## config.mk

```make
export PLATFORM = sky130hd
export DESIGN_NAME = mult_rr_sched
export DESIGN_NICKNAME = d
export VERILOG_FILES = /design/src/rtl/mult_rr_sched.sv
export SDC_FILE = /design/constraint.sdc
export NUM_CORES = 1
export LEC_CHECK = 0
export ABC_AREA = 1
export BUFFER_PORTS_ARGS = -buffer_cell sky130_fd_sc_hd__buf_2
export CAP_MARGIN = 40
export CORE_MARGIN = 3
export CORE_UTILIZATION = 45
export CTS_CLUSTER_DIAMETER = 150
export DETAILED_ROUTE_END_ITERATION = 12
export PLACE_DENSITY = 0.68
export SYNTH_ARGS = -nofsm -noshare
export SYNTH_HDL_FRONTEND = slang
export SYNTH_SLANG_ARGS = --single-unit
```

## constraint.sdc

```tcl
create_clock -name clk -period 4.6 [get_ports clk]
set_input_delay 1.15 -clock clk [delete_from_list [all_inputs] [get_ports clk]]
set_output_delay 1.15 -clock clk [all_outputs]
set_load 0.02 [all_outputs]
```

## src/rtl/mult_rr_sched.sv

```systemverilog
// mult_rr_sched: four-requester round-robin front end for a single
// sequential shift-add multiplier. One operand bit is processed per clock,
// so a product takes w cycles after the grant edge, and the block then
// returns to IDLE for one arbitration edge.
module mult_rr_sched #(
  parameter int w = 4
) (
  input  logic             clk,
  input  logic             rst_b,
  input  logic [3:0]       req,
  input  logic [4*w-1:0]   a,
  input  logic [4*w-1:0]   b,
  output logic [3:0]       gnt,
  output logic             busy,
  output logic             done,
  output logic [1:0]       owner,
  output logic [2*w-1:0]   out
);

  localparam int CW = (w > 1) ? $clog2(w) : 1;

  typedef enum logic [0:0] {
    IDLE = 1'b0,
    CALC = 1'b1
  } state_t;

  state_t           state_q, state_d;
  logic [1:0]       ptr_q, ptr_d;
  logic [1:0]       win_q, win_d;
  logic [w-1:0]     a_q, a_d;
  logic [w-1:0]     b_q, b_d;
  logic [2*w-1:0]   acc_q, acc_d;
  logic [CW-1:0]    cnt_q, cnt_d;
  logic [3:0]       gnt_q, gnt_d;
  logic             busy_q, busy_d;
  logic             done_q, done_d;
  logic [1:0]       owner_q, owner_d;
  logic [2*w-1:0]   out_q, out_d;

  logic             arb_found_s;
  logic [1:0]       arb_win_s;
  logic [2*w-1:0]   pp_s;
  logic [2*w-1:0]   acc_sum_s;

  // Round-robin search: first raised request starting at ptr, wrapping mod 4.
  always_comb begin
    arb_found_s = 1'b0;
    arb_win_s   = 2'd0;
    for (int k = 0; k < 4; k++) begin
      if (!arb_found_s && req[ptr_q + 2'(k)]) begin
        arb_found_s = 1'b1;
        arb_win_s   = ptr_q + 2'(k);
      end else begin
        arb_found_s = arb_found_s;
      end
    end
  end

  // Shift-add step: add the shifted multiplicand when the current multiplier bit is set.
  always_comb begin
    if (b_q[cnt_q]) begin
      pp_s = {{w{1'b0}}, a_q} << cnt_q;
    end else begin
      pp_s = {(2*w){1'b0}};
    end
    acc_sum_s = acc_q + pp_s;
  end

  // Next-state and registered-output logic for the IDLE/CALC controller.
  always_comb begin
    state_d = state_q;
    ptr_d   = ptr_q;
    win_d   = win_q;
    a_d     = a_q;
    b_d     = b_q;
    acc_d   = acc_q;
    cnt_d   = cnt_q;
    gnt_d   = gnt_q;
    busy_d  = busy_q;
    done_d  = 1'b0;
    owner_d = owner_q;
    out_d   = out_q;
    case (state_q)
      IDLE: begin
        if (arb_found_s) begin
          state_d = CALC;
          win_d   = arb_win_s;
          a_d     = a[arb_win_s*w +: w];
          b_d     = b[arb_win_s*w +: w];
          gnt_d   = 4'b0001 << arb_win_s;
          busy_d  = 1'b1;
          acc_d   = {(2*w){1'b0}};
          cnt_d   = {CW{1'b0}};
        end else begin
          state_d = IDLE;
        end
      end
      CALC: begin
        acc_d = acc_sum_s;
        cnt_d = cnt_q + CW'(1);
        if (cnt_q == CW'(w - 1)) begin
          out_d   = acc_sum_s;
          owner_d = win_q;
          done_d  = 1'b1;
          gnt_d   = 4'b0000;
          busy_d  = 1'b0;
          ptr_d   = win_q + 2'd1;
          state_d = IDLE;
        end else begin
          state_d = CALC;
        end
      end
      default: begin
        state_d = IDLE;
      end
    endcase
  end

  // State and output registers; reset aborts any running operation at once.
  always_ff @(posedge clk or negedge rst_b) begin
    if (!rst_b) begin
      state_q <= IDLE;
      ptr_q   <= 2'd0;
      win_q   <= 2'd0;
      a_q     <= {w{1'b0}};
      b_q     <= {w{1'b0}};
      acc_q   <= {(2*w){1'b0}};
      cnt_q   <= {CW{1'b0}};
      gnt_q   <= 4'b0000;
      busy_q  <= 1'b0;
      done_q  <= 1'b0;
      owner_q <= 2'd0;
      out_q   <= {(2*w){1'b0}};
    end else begin
      state_q <= state_d;
      ptr_q   <= ptr_d;
      win_q   <= win_d;
      a_q     <= a_d;
      b_q     <= b_d;
      acc_q   <= acc_d;
      cnt_q   <= cnt_d;
      gnt_q   <= gnt_d;
      busy_q  <= busy_d;
      done_q  <= done_d;
      owner_q <= owner_d;
      out_q   <= out_d;
    end
  end

  assign gnt   = gnt_q;
  assign busy  = busy_q;
  assign done  = done_q;
  assign owner = owner_q;
  assign out   = out_q;

endmodule

```

==> flow_metrics.env <==
export IMPL_route_detailed_drc=0
export IMPL_insertedDiodeCount=0
export IMPL_min_path_cells=2
export IMPL_hold_start="busy"
export IMPL_area_growth_synth_to_final_pct=14.3
export IMPL_h_tree_depth=2
export IMPL_clk_pin_slew_ps=80
export IMPL_ys_seq_area_frac=0.382
export IMPL_dp_hpwl_mm=4.04
export IMPL_syn_avg_cell_area_um2=7.34
export IMPL_sw_frac_of_total=0.525
export IMPL_ios=54
export IMPL_nFillCells=516
export IMPL_leakagePower_nw=1.65
export IMPL_yosysWarnings=0
export IMPL_slew_limit_headroom=0.502
export IMPL_clock_skew_ps=6.13
export IMPL_core_area_mm2=0.00530
export IMPL_die_y_um=81.3
export IMPL_critPathKind="flop to flop"
export IMPL_r2r_slack_ps=1870
export IMPL_antenna_found_initial=0
export IMPL_grt_pass1_wl_mm=9.25
export IMPL_fmaxAchievable_ghz=0.366
export IMPL_cts_path_max_buffers=2
export IMPL_mostFrequentLayoutCells="142 x nand2_1, 53 x buf_2, 39 x dfrtp_1"
export IMPL_globalplace_congestion=0.874
export IMPL_synth_cell_type_count=32
export IMPL_finalWirelength_mm=5.34
export IMPL_drtAntennaViolNets=0
export IMPL_drtPass1Iterations=4
export IMPL_final_layout_size_suffix_gt1_frac=0.241
export IMPL_grt_pass1_vias=2146
export IMPL_viasPerCell=4.94
export IMPL_hold_end="busy"
export IMPL_drv_cap=0
export IMPL_ys_ff_latch=39
export IMPL_initial_utilization=0.482
export IMPL_hold_class="flop to flop"
export IMPL_rsz0062_at_grt="false"
export IMPL_cts_tree="built"
export IMPL_clkPwrFrac=0.101
export IMPL_internal_power_mw=1.08
export IMPL_fin_cells=468
export IMPL_period_needed_ps=2730
export IMPL_pwr_share_comb=0.623
export IMPL_cts_hold_buffers_added=0
export IMPL_cts_sinks=39
export IMPL_dieArea_mm2=0.00661
export IMPL_worstMarginPinSlew_ps=744
export IMPL_postCtsSetupBuffers=0
export IMPL_grt_ovfl_total=0
export IMPL_end_kind="flop"
export IMPL_timing_rr_start="cnt_q[0]"
export IMPL_fin_setup_tns_ps=0
export IMPL_required_ps=4740
export IMPL_grt_util_all_layers=0.174
export IMPL_path_max_fanout=13
export IMPL_drt_iter0_markers=104
export IMPL_cp_start_kind="flop"
export IMPL_powerDensity_mw_per_mm2=776
export IMPL_fp_dieW_um=81.3
export IMPL_synth_area_leaders="dfrtp_1 38%, nand2_1 21%, nand2_2 5.9%, o21ai_0 4.9%, nand4_1 4.4%"
export IMPL_rr_worst_depth=13
export IMPL_outcome="finished clean"
export IMPL_cts_root_buffer_cell="clkbuf_8"
export IMPL_arrival_ps=2870
export IMPL_fp_row_count=26
export IMPL_fin_nets=444
export IMPL_reg2reg_to="out[6]"
export IMPL_place_inst=460
export IMPL_io_buffers=53
export IMPL_synth_area_mm2=0.00255
export IMPL_synth_fp_nets=395
export IMPL_clkLatencyLatePin_ps=290
export IMPL_setup_viol=0
export IMPL_synthCells=348
export IMPL_grt_max_degree=29
export IMPL_cts_resized=0
export IMPL_peakVddDrop_v=0.000494
export IMPL_p_switching_mw=1.19
export IMPL_final_common_cell="nand2_1"
export IMPL_finalMaxSlewViolations=0
export IMPL_numCtsBuffers=5
export IMPL_hold_viol_final=0
export IMPL_synth_top_area_frac=0.382
export IMPL_fin_crit_sh=0.594
export IMPL_p_seq_frac=0.276
export IMPL_vias=2311
export IMPL_wl_per_cell_um=11.4
export IMPL_yosys_area_top_type="dfrtp_1"
==> cell type report <==
class	instances	area, um2	area share
multi-input cells	273	1390	0.477
flip-flops and latches	39	976	0.334
clock inverters	3	20.0	0.00686
well taps	70	87.6	0.0300
inverters	24	90.1	0.0309
repair buffers	54	285	0.0977
clock buffers	5	68.8	0.0236
==> logic make-up (layout without fill, tap and decap cells) <==
group / Yosys count / after routing / synth area share
flops: 39 / 39 / 0.382
compound gates: 36 / 36 / 0.0759
buf+inv: 36 / 86 / 0.0730
xor+xnor: 4 / 4 / 0.0137
fa+ha+maj: 9 / 9 / 0.0470
mux: 2 / 2 / 0.00784
simple gates: 222 / 222 / 0.400
==> how the worst max path moves through the flow <==
| stage | start | endpoint | cells past startpoint |
|---|---|---|---|
| global placement | req[3] | acc_q[5] | 10 |
| detailed placement | req[3] | acc_q[1] | 10 |
| global route | cnt_q[0] | out[6] | 13 |
| floorplan | req[3] | a_q[0] | 13 |
| CTS | cnt_q[0] | out[6] | 13 |
| finish | cnt_q[0] | out[6] | 13 |
==> through the flow <==
stage | total power, mW | hold WS, ps | setup slack, ps | utilization | instance area, um2
after floorplan | 1.85 | 444 | 2260 | - | 2550
after global placement | 2.02 | 458 | 1710 | 0.530 | 2810
after detailed placement | 2.04 | 463 | 1650 | 0.534 | 2830
after CTS | 2.28 | 484 | 1880 | 0.550 | 2920
after global routing | 2.51 | 500 | 1570 | 0.550 | 2920
final | 2.26 | 477 | 1870 | 0.550 | 2920
==> layer usage <==
layer,vias to the layer above,wire length [um],GRT usage
met4,0,67,0.0574
met1,1003,2590,0.218
met2,74,2380,0.300
met3,7,299,0.0333
li1,1227,-,-
met5,-,0,0
==> flip-flops by register name, summed over array words and instances, names as in the netlist <==
register and cells:
done 1, win_q 2, cnt_q 2, out 8
b_q 4, gnt 4, a_q 4, ptr_q 2
state_q 1, acc_q 8, busy 1, owner 2
==> critical path: stages, from the launching register on <==
cell and delay [ps]:
dfrtp_1 580, inv_1 130, o21ai_0 300, nand2_1 130, o21ai_0 100, inv_1 70, ha_1 350, a21oi_1 240
nand2_1 70, nand2_1 80, nand2_1 60, a21oi_1 140, xor2_1 230, o21ai_0 100
==> cells in the mapped netlist <==
master,instances
a21oi_1,6
buf_12,1
buf_2,4
buf_4,1
buf_6,2
buf_8,1
clkbuf_1,3
clkinv_1,1
dfrtp_1,39
fa_1,1
ha_1,8
inv_1,19
inv_2,4
mux2i_1,2
nand2_1,142
nand2_2,24
nand2_4,1
nand3_1,18
nand3_2,1
nand3_4,2
nand3b_1,3
nand4_1,18
nor2_1,11
nor2_4,1
nor3_1,1
o211ai_1,1
o21a_1,1
o21ai_0,25
o21ai_2,1
o31ai_1,2
xnor2_1,3
xor2_1,1
==> power groups by stage <==
stage	Sequential, mW	Combinational [mW]	Clock (mW)
4_1_cts	0.626	1.42	0.237
3_3_place_gp	0.628	1.40	0
5_1_grt	0.649	1.61	0.254
3_5_place_dp	0.632	1.41	0
2_1_floorplan	0.659	1.19	0
6_report	0.626	1.41	0.228
Note: power is estimated with default switching activity, not from simulation.
